==> config.mk <==
export PLATFORM = sky130hd
export DESIGN_NAME = spi_config_master
export DESIGN_NICKNAME = d
export VERILOG_FILES = /design/src/rtl/spi_config_master.sv
export SDC_FILE = /design/constraint.sdc
export NUM_CORES = 1
export LEC_CHECK = 0
export ABC_AREA = 1
export BUFFER_PORTS_ARGS = -buffer_cell sky130_fd_sc_hd__buf_2
export CAP_MARGIN = 20
export CORE_MARGIN = 4
export CORE_UTILIZATION = 40
export DETAILED_ROUTE_END_ITERATION = 16
export GPL_TIMING_DRIVEN = 1
export SYNTH_ARGS = -nofsm -noshare
export SYNTH_HDL_FRONTEND = slang
export SYNTH_SLANG_ARGS = --single-unit
==> constraint.sdc <==
create_clock -name system_clock -period 1.5 [get_ports system_clock]
set_input_delay 0.15 -clock system_clock [delete_from_list [all_inputs] [get_ports system_clock]]
set_output_delay 0.15 -clock system_clock [all_outputs]
set_load 0.03 [all_outputs]
==> src/rtl/spi_config_master.sv <==
// SPI mode-0 master that streams a configuration image from a synchronous byte store,
// highest address first and MSB first, while assembling MISO into readback bytes.
module spi_config_master #(
  parameter int unsigned CLK_DIV = 2,
  parameter int unsigned ADDR_W  = 8
) (
  input  logic              system_clock,
  input  logic              reset,
  input  logic              start,
  input  logic [ADDR_W-1:0] len,
  output logic              rd_en,
  output logic [ADDR_W-1:0] rd_addr,
  input  logic [7:0]        rd_data,
  output logic [7:0]        rx_data,
  output logic              rx_valid,
  output logic              busy,
  output logic              done,
  output logic              SCLK,
  output logic              MOSI,
  output logic              SS,
  input  logic              MISO
);

  localparam int unsigned HP_W = (CLK_DIV > 1) ? $clog2(CLK_DIV) : 1;
  localparam logic [HP_W-1:0] HP_LAST = HP_W'(CLK_DIV - 1);

  typedef enum logic [2:0] {
    S_IDLE, S_LOAD, S_SETUP, S_HIGH, S_LOW, S_HOLD, S_DONE
  } state_e;

  state_e            state_q, state_d;
  logic [HP_W-1:0]   hp_q, hp_d;
  logic [2:0]        bit_q, bit_d;
  logic [ADDR_W-1:0] byte_q, byte_d;
  logic [7:0]        tx_q, tx_d;
  logic [7:0]        hold_q, hold_d;
  logic [7:0]        rx_sr_q, rx_sr_d;
  logic [7:0]        rx_data_q, rx_data_d;
  logic              rx_valid_q, rx_valid_d;
  logic              rd_en_q, rd_en_d;
  logic [ADDR_W-1:0] rd_addr_q, rd_addr_d;
  logic              rd_pend_q, rd_pend_d;
  logic              mosi_q, mosi_d;
  logic              sclk_q, sclk_d;
  logic              ss_q, ss_d;
  logic              busy_q, busy_d;
  logic              done_q, done_d;
  logic              hp_last;
  logic              enter_high;
  logic [7:0]        nxt_byte;

  // Next-state and registered-output logic
  always_comb begin
    state_d    = state_q;
    hp_d       = hp_q;
    bit_d      = bit_q;
    byte_d     = byte_q;
    tx_d       = tx_q;
    hold_d     = hold_q;
    rx_sr_d    = rx_sr_q;
    rx_data_d  = rx_data_q;
    rx_valid_d = 1'b0;
    rd_en_d    = 1'b0;
    rd_addr_d  = rd_addr_q;
    rd_pend_d  = rd_en_q;
    mosi_d     = mosi_q;
    enter_high = 1'b0;
    hp_last    = (hp_q == HP_LAST);
    // With CLK_DIV==2 the prefetched byte arrives in the same cycle it is needed
    nxt_byte   = rd_pend_q ? rd_data : hold_q;
    if (rd_pend_q) hold_d = rd_data;

    unique case (state_q)
      S_IDLE: begin
        if (start && (len != '0)) begin
          state_d   = S_LOAD;
          rd_en_d   = 1'b1;
          rd_addr_d = len - ADDR_W'(1);
          byte_d    = len - ADDR_W'(1);
        end
      end
      S_LOAD: begin
        state_d = S_SETUP;
        hp_d    = '0;
        bit_d   = 3'd7;
      end
      S_SETUP: begin
        if (rd_pend_q) begin
          tx_d   = rd_data;
          mosi_d = rd_data[7];
        end
        if (hp_last) begin
          state_d    = S_HIGH;
          hp_d       = '0;
          enter_high = 1'b1;
        end else begin
          hp_d = hp_q + HP_W'(1);
        end
      end
      S_HIGH: begin
        if (hp_q == '0) begin
          rx_sr_d = {rx_sr_q[6:0], MISO};
          if (bit_q == 3'd0) begin
            rx_valid_d = 1'b1;
            rx_data_d  = {rx_sr_q[6:0], MISO};
          end
        end
        if (hp_last) begin
          hp_d = '0;
          if (bit_q != 3'd0) begin
            state_d = S_LOW;
            bit_d   = bit_q - 3'd1;
            tx_d    = {tx_q[6:0], 1'b0};
            mosi_d  = tx_q[6];
          end else if (byte_q != '0) begin
            state_d = S_LOW;
            bit_d   = 3'd7;
            byte_d  = byte_q - ADDR_W'(1);
            tx_d    = nxt_byte;
            mosi_d  = nxt_byte[7];
          end else begin
            state_d = S_HOLD;
            mosi_d  = 1'b0;
          end
        end else begin
          hp_d = hp_q + HP_W'(1);
        end
      end
      S_LOW: begin
        if (hp_last) begin
          state_d    = S_HIGH;
          hp_d       = '0;
          enter_high = 1'b1;
        end else begin
          hp_d = hp_q + HP_W'(1);
        end
      end
      S_HOLD: begin
        if (hp_last) begin
          state_d = S_DONE;
          hp_d    = '0;
        end else begin
          hp_d = hp_q + HP_W'(1);
        end
      end
      S_DONE: state_d = S_IDLE;
      default: state_d = S_IDLE;
    endcase

    // Prefetch the next byte while its predecessor's last bit is high
    if (enter_high && (bit_q == 3'd0) && (byte_q != '0)) begin
      rd_en_d   = 1'b1;
      rd_addr_d = byte_q - ADDR_W'(1);
    end

    sclk_d = (state_d == S_HIGH);
    ss_d   = (state_d == S_IDLE) || (state_d == S_DONE);
    busy_d = (state_d != S_IDLE);
    done_d = (state_d == S_DONE);
  end

  // State and output registers, synchronous active-low reset
  always_ff @(posedge system_clock) begin
    if (!reset) begin
      state_q    <= S_IDLE;
      hp_q       <= '0;
      bit_q      <= '0;
      byte_q     <= '0;
      tx_q       <= '0;
      hold_q     <= '0;
      rx_sr_q    <= '0;
      rx_data_q  <= '0;
      rx_valid_q <= 1'b0;
      rd_en_q    <= 1'b0;
      rd_addr_q  <= '0;
      rd_pend_q  <= 1'b0;
      mosi_q     <= 1'b0;
      sclk_q     <= 1'b0;
      ss_q       <= 1'b1;
      busy_q     <= 1'b0;
      done_q     <= 1'b0;
    end else begin
      state_q    <= state_d;
      hp_q       <= hp_d;
      bit_q      <= bit_d;
      byte_q     <= byte_d;
      tx_q       <= tx_d;
      hold_q     <= hold_d;
      rx_sr_q    <= rx_sr_d;
      rx_data_q  <= rx_data_d;
      rx_valid_q <= rx_valid_d;
      rd_en_q    <= rd_en_d;
      rd_addr_q  <= rd_addr_d;
      rd_pend_q  <= rd_pend_d;
      mosi_q     <= mosi_d;
      sclk_q     <= sclk_d;
      ss_q       <= ss_d;
      busy_q     <= busy_d;
      done_q     <= done_d;
    end
  end

  assign rd_en    = rd_en_q;
  assign rd_addr  = rd_addr_q;
  assign rx_data  = rx_data_q;
  assign rx_valid = rx_valid_q;
  assign busy     = busy_q;
  assign done     = done_q;
  assign SCLK     = sclk_q;
  assign MOSI     = mosi_q;
  assign SS       = ss_q;

endmodule

==> flow_summary.json, run 1 <==
{
  "clkLatencyLatePin_ns": 0.35,
  "final-max-slew-violation-count": 0,
  "crit_slowest_cell": "dfxtp_2",
  "async_flop_share_pct": 0,
  "netlist_area_um2": 3193,
  "hpwl_um": 5915,
  "synth_cells": 479,
  "clock.fmax_mhz": 682.4,
  "ctsLongestPathBuffers": 2,
  "placed_cell_area_um2": 3791,
  "stdcell_area_um2": 4358,
  "initial_core_util_pct": 41.32,
  "synthDistinctLibCells": 35,
  "overflow": 0,
  "worstPathArrival_ns": 1.71,
  "clkSinkCount": 61,
  "layout.filler_cells": 750,
  "cts-buffers-inserted": 9,
  "syn_to_final_growth_pct": 36.48,
  "p_comb_share_pct": 27.3,
  "hold_violations": 0,
  "cp-start-kind": "flop",
  "required_ns": 1.75,
  "clock_skew_ns": 0.007569,
  "maxSlewHeadroom_pct": 79.69,
  "synth-edff-count": 0,
  "core_um2": 7727,
  "synth_top_area_share_pct": 38.24,
  "routed_via_density": 4.763,
  "dp_slack_ns": -0.05156,
  "cts_tree": "yes",
  "min_path_type": "primary input to flop",
  "vias": 3215,
  "drtPass1Iterations": 4,
  "fin_crit_ns": 1.465,
  "synth_top_area_cell": "dfxtp_1",
  "critPathMaxStageDelay_ns": 0.33,
  "critical_path_class": "flop to flop",
  "pwr-share-clk_pct": 35.8,
  "leakage_nw": 2.087,
  "root_buffer": "clkbuf_8",
  "p_switching_mw": 1.551,
  "ys.flop_type": "dfxtp_1",
  "path_max_fanout": 7,
  "rrSetupSlack_ns": 0.03,
  "routed_wl_um": 8018,
  "postCtsHoldBufs": 0,
  "drtAntennaViolNets": 0,
  "crit_chain": "inv_2 -> ha_4 -> inv_1 -> nor2_2 -> nand2_2 -> nand3_4 -> nand2_4 -> buf_12 -> buf_6 -> nor2_2 -> nor2_1",
  "grt_usage_pct": 16.55,
  "grt_pass1_wl_um": 12990,
  "drive_above_1_share_pct": 33.16,
  "ys_ff_latch": 61,
  "rsz0062_at_grt": "yes",
  "multi_input_area_um2": 1888,
  "clkTransAtPathRegs_ns": 0.07,
  "seq_area_frac_synth_pct": 38.24,
  "internal_power_mw": 3.407,
  "grt_pass1_vias": 2932,
  "synth.area.top_cells": "dfxtp_1 38%, nand2_1 13%, nor2_1 12%",
  "endpoint_kind": "flop",
  "fin_crit_sh_pct": 97.69,
  "finalSetupViolations": 0,
  "p_sw_share_pct": 31.29,
  "final_nets": 593,
  "synth_most_common_cell": "nand2_1",
  "wl_per_cell_um": 11.88,
  "worst_slack_ns": 0.03467,
  "power_density_nw_per_um2": 1138,
  "cap_violations": 0,
  "core.rowCount": 32,
  "drc_errors": 0,
  "grt_antenna_before_repair": 0,
  "synth_top_cells_by_count": "107 x nand2_1, 98 x nor2_1, 61 x dfxtp_1, 50 x inv_1, 34 x o21ai_0",
  "h-tree-depth": 3,
  "die_w_um": 97.35,
  "cp_common_cell": "nor2_2",
  "grt_max_degree": 24,
  "place_congestion": 0.8548,
  "die_h_um": 97.35,
  "antennaDiodeCount": 0,
  "yosysWarningCount": 0,
  "drt_iter0_drc": 98,
  "outcome": "finished, final reports clean",
  "io_pins": 43,
  "vdd_drop_max_uv": 580.7,
  "numPortBuffers": 42,
  "power_frac_seq_pct": 36.9,
  "synth_nets": 504,
  "seqCellArea_um2": 1226,
  "syn_avg_cell_area_um2": 6.666,
  "worst_pin_slew_ns": 0.3015,
  "die-area_um2": 9476
}
[registers in the layout, indices dropped and copies added (netlist names)]
signal     cells
MOSI           1
tx_q           7
hold_q         8
SS             1
rx_sr_q        7
rx_valid       1
SCLK           1
rd_addr        8
rx_data        8
hp_last        1
rd_pend_q      1
bit_q          3
busy           1
state_q        3
rd_en          1
done           1
byte_q         8
[layout make-up]
type / count / area share [%]
Clock buffer: 10 / 2.929
Multi-Input combinational cell: 347 / 43.32
Timing Repair Buffer: 94 / 15.16
Clock inverter: 6 / 2.555
Sequential cell: 61 / 28.14
Tap cell: 102 / 2.929
Inverter: 55 / 4.967
[worst paths after layout]
path / start / depth (start not counted) / to
worst min register to register: rd_en / 2 / rd_pend_q
worst min-delay path: MISO / 3 / rx_data[0]
worst max-delay path: byte_q[0] / 11 / rd_addr[2]
worst max register to register: byte_q[0] / 11 / rd_addr[2]
[critical path: cells and delay by family, from the launching register on]
| kind | cells | cell delay (ns) |
|---|---|---|
| flops | 1 | 0.33 |
| buf+inv | 4 | 0.38 |
| simple gates | 6 | 0.53 |
| fa+ha+maj | 1 | 0.14 |
[per-layer routing]
metal	track usage, %	wire, um	vias to the layer above
met5	0	0	-
met4	7.135	225	0
met3	3.948	304	17
met2	27.39	3882	59
met1	20.53	3606	1448
li1	-	-	1691
[power by group through the flow]
stage	Clock, mW	Sequential (mW)	Combinational [mW]
after floorplan	0	1.93	0.673
after global placement	0	1.85	1.14
after detailed placement	0	1.85	1.15
after CTS	1.81	1.82	1.18
after global routing	1.90	1.84	1.51
final	1.78	1.83	1.35
[layout by cell type (no fill, tap or decap), types with 3 or more instances in the layout]
cell	instances
a21oi_1	17
buf_12	3
buf_2	42
buf_4	43
buf_6	6
bufinv_16	3
clkbuf_8	9
dfxtp_1	57
dfxtp_2	4
inv_1	39
inv_2	12
inv_4	4
nand2_1	99
nand2_2	8
nand2_4	8
nand3_1	21
nand3_2	7
nand4_1	6
nor2_1	84
nor2_2	11
nor2_4	9
nor3_1	5
o21a_1	7
o21ai_0	22
o21ai_1	13
o21ai_2	5
[kinds of logic after synthesis]
kind of cell	share of synthesized area, %
buf+inv	10.23
xor+xnor	1.097
compound gates	12.58
flops	38.24
fa+ha+maj	1.959
simple gates	35.89
[what timing repair did]
item / 4_1_cts / 5_1_grt
resized for setup: 11 / 81
buffers inserted: 1 / 4
cloned: 0 / 2
setup endpoints to repair: 11 / 35
pin swaps: 3 / 15
[through the flow]
| step | std cells | hold WS (ns) | util (%) | total power [mW] | TNS (ns) |
|---|---|---|---|---|---|
| 4_1_cts | 669 | 0.04518 | 52.57 | 4.809 | -0.007800 |
| 2_1_floorplan | 479 | 0.2939 | - | 2.604 | 0 |
| 3_5_place_dp | 652 | 0.4185 | 49.06 | 3.000 | -0.2410 |
| 5_1_grt | 675 | 0.03894 | 56.40 | 5.249 | -0.9885 |
| 6_report | 675 | 0.05010 | 56.40 | 4.958 | 0 |
| 3_3_place_gp | 652 | 0.4075 | 49.06 | 2.994 | -0.02301 |
(Power assumes the default switching activity.)
==> run 2, diff against run 1 <==
--- a/config.mk
+++ b/config.mk
@@ -5,11 +5,11 @@
 export SDC_FILE = /design/constraint.sdc
 export NUM_CORES = 1
 export LEC_CHECK = 0
-export ABC_AREA = 1
 export BUFFER_PORTS_ARGS = -buffer_cell sky130_fd_sc_hd__buf_2
 export CAP_MARGIN = 20
 export CORE_MARGIN = 4
 export CORE_UTILIZATION = 40
+export CTS_CLUSTER_SIZE = 12
 export DETAILED_ROUTE_END_ITERATION = 16
 export GPL_TIMING_DRIVEN = 1
 export SYNTH_ARGS = -nofsm -noshare
==> flow_summary.json, run 2 <==
{
  "outcome": "finished with violations",
  "violations": "negative setup slack",
  "grt_pass1_vias": 2853,
  "worst_pin_slew_ns": 0.4158,
  "fin_crit_sh_pct": 117.4,
  "required_ns": 1.80,
  "initial_core_util_pct": 41.83,
  "final-max-slew-violation-count": 0,
  "r2r_start": "byte_q[1]",
  "layout.filler_cells": 628,
  "synth.area.top_cells": "dfxtp_1 40%, mux2i_1 5.2%, nor2b_1 4.5%",
  "endpoint_kind": "flop",
  "leakage_nw": 2.008,
  "ctsLongestPathBuffers": 2,
  "power_density_nw_per_um2": 1128,
  "critical_path_class": "flop to flop",
  "cts_tree": "yes",
  "holdPathEnd": "rx_sr_q[0]",
  "dp_slack_ns": -0.3493,
  "min_path_type": "primary input to flop",
  "worst_slack_ns": -0.2610,
  "path_max_fanout": 4,
  "hold_violations": 0,
  "syn_avg_cell_area_um2": 8.684,
  "grt_usage_pct": 19.19,
  "cap_violations": 0,
  "synthDistinctLibCells": 54,
  "drc_errors": 0,
  "final_common_cell": "buf_4",
  "fin_tns_setup_ns": -4.532,
  "routed_wl_um": 8872,
  "most-common-layout-cells": "65 x buf_4, 52 x dfxtp_1, 42 x buf_2, 25 x nand2_1, 24 x nor2_1",
  "clock.fmax_mhz": 567.9,
  "yosysWarningCount": 0,
  "cp-start-kind": "flop",
  "min_from": "MISO",
  "place_congestion": 0.8642,
  "ys_ff_latch": 61,
  "rrSetupSlack_ns": -0.26,
  "synth_top_area_cell": "dfxtp_1",
  "synth_top_area_share_pct": 39.61,
  "routed_via_density": 5.159,
  "clkSinkCount": 61,
  "core_um2": 7370,
  "clock_skew_ns": 0.008344,
  "drtPass1Iterations": 5,
  "stdcell_area_um2": 4792,
  "vdd_drop_max_uv": 765.4,
  "multi_input_area_um2": 2071,
  "drt_iter0_drc": 63,
  "vias": 3013,
  "clkLatencyLatePin_ns": 0.35,
  "seqCellArea_um2": 1240,
  "placed_cell_area_um2": 3929,
  "synth-edff-count": 0,
  "synth_top_cells_by_count": "61 x dfxtp_1, 31 x nand2_1, 28 x nor2_1, 24 x o21ai_0, 22 x nor2b_1",
  "finalSetupViolations": 36,
  "synth_cells": 355,
  "grt_pass1_wl_um": 13690,
  "core.rowCount": 31,
  "drive_above_1_share_pct": 48.87,
  "antennaDiodeCount": 0,
  "numPortBuffers": 42,
  "die-area_um2": 9176,
  "holdPathStages": 3,
  "async_flop_share_pct": 0,
  "hpwl_um": 5523,
  "grt_max_degree": 41,
  "maxSlewHeadroom_pct": 72.09,
  "overflow": 0,
  "whs_ns": 0.06343,
  "final_nets": 505,
  "reg2reg_to": "rd_addr[5]",
  "synth_nets": 380,
  "worstPathArrival_ns": 2.06,
  "synth_most_common_cell": "dfxtp_1",
  "drtAntennaViolNets": 0,
  "wl_per_cell_um": 15.19,
  "die_h_um": 95.79,
  "seq_area_frac_synth_pct": 39.61,
  "r2r_cells": 8,
  "die_w_um": 95.79,
  "syn_to_final_growth_pct": 55.44,
  "h-tree-depth": 3,
  "cts-buffers-inserted": 9,
  "fin_crit_ns": 1.761,
  "grt_antenna_before_repair": 0,
  "netlist_area_um2": 3083,
  "io_pins": 43,
  "clkTransAtPathRegs_ns": 0.07,
  "totalPowerFinal_mw": 5.403,
  "ys.flop_type": "dfxtp_1",
  "root_buffer": "clkbuf_8",
  "rsz0062_at_grt": "yes"
}
run 2: changes by cell type in the layout (fill, tap and decap cells not counted), sizes merged, moves of 8 or more:
cell,previous run,this run
o21ai,41,29
a21boi,0,12
nor2,105,29
inv,55,11
nor2b,0,22
buf,94,133
nand2,115,31
a221oi,0,8
mux2i,0,16
nand3,29,10
a21oi,20,11
run 2: cells by family after synthesis:
group,share of synthesized area [%]
compound gates,21.35
buf+inv,4.789
fa+ha+maj,2.029
mux,5.195
xor+xnor,2.841
flops,39.61
simple gates,24.19
run 2: cell type report:
class	count	share of cell area, %
Timing Repair Buffer	137	22.90
Multi-Input combinational cell	261	43.21
Inverter	10	0.7833
Tap cell	99	2.585
Clock inverter	7	2.063
Sequential cell	61	25.87
Clock buffer	9	2.585
run 2: worst max-delay path by stage:
stage / start / end / slack (ns)
2_1_floorplan: byte_q[0] / rd_addr[7] / -0.39
3_3_place_gp: byte_q[0] / rd_addr[7] / -0.31
3_5_place_dp: byte_q[0] / rd_addr[6] / -0.35
4_1_cts: byte_q[0] / rd_addr[7] / -0.26
5_1_grt: byte_q[1] / byte_q[5] / -0.36
6_report: byte_q[1] / rd_addr[5] / -0.26
run 2: critical path: stages (launching register included):
cell	delay, ns
dfxtp_2	0.33
buf_4	0.14
or4_4	0.54
nor3_4	0.16
buf_4	0.14
buf_4	0.09
buf_4	0.09
o21a_1	0.10
o21a_1	0.11
run 2: metal layers:
layer | share of wire, % | GRT usage (%) | wire length [um] | vias up
met5 | 0 | 0 | 0 | -
met4 | 1.5 | 7.938 | 133 | 0
met3 | 4.2 | 4.066 | 376 | 14
met2 | 48 | 29.59 | 4217 | 66
met1 | 47 | 25.99 | 4144 | 1416
li1 | - | - | - | 1517
run 2: metrics by stage:
stage,cells,utilization [%]
global placement,543,53.31
detailed placement,543,53.31
floorplan,355,-
finish,584,65.03
global route,584,65.03
CTS,570,60.59
run 2: what timing repair did:
item	in CTS	in global routing
cloned	1	2
resized for setup	71	57
pin swaps	20	36
endpoints found under the setup margin	46	46
hold buffers	0	0
buffers inserted	10	16
run 2: power breakdown:
part	internal, mW	switching [mW]	total [mW]
Combinational	0.975	0.946	1.92
Clock	0.943	0.717	1.66
Sequential	1.74	0.0842	1.82
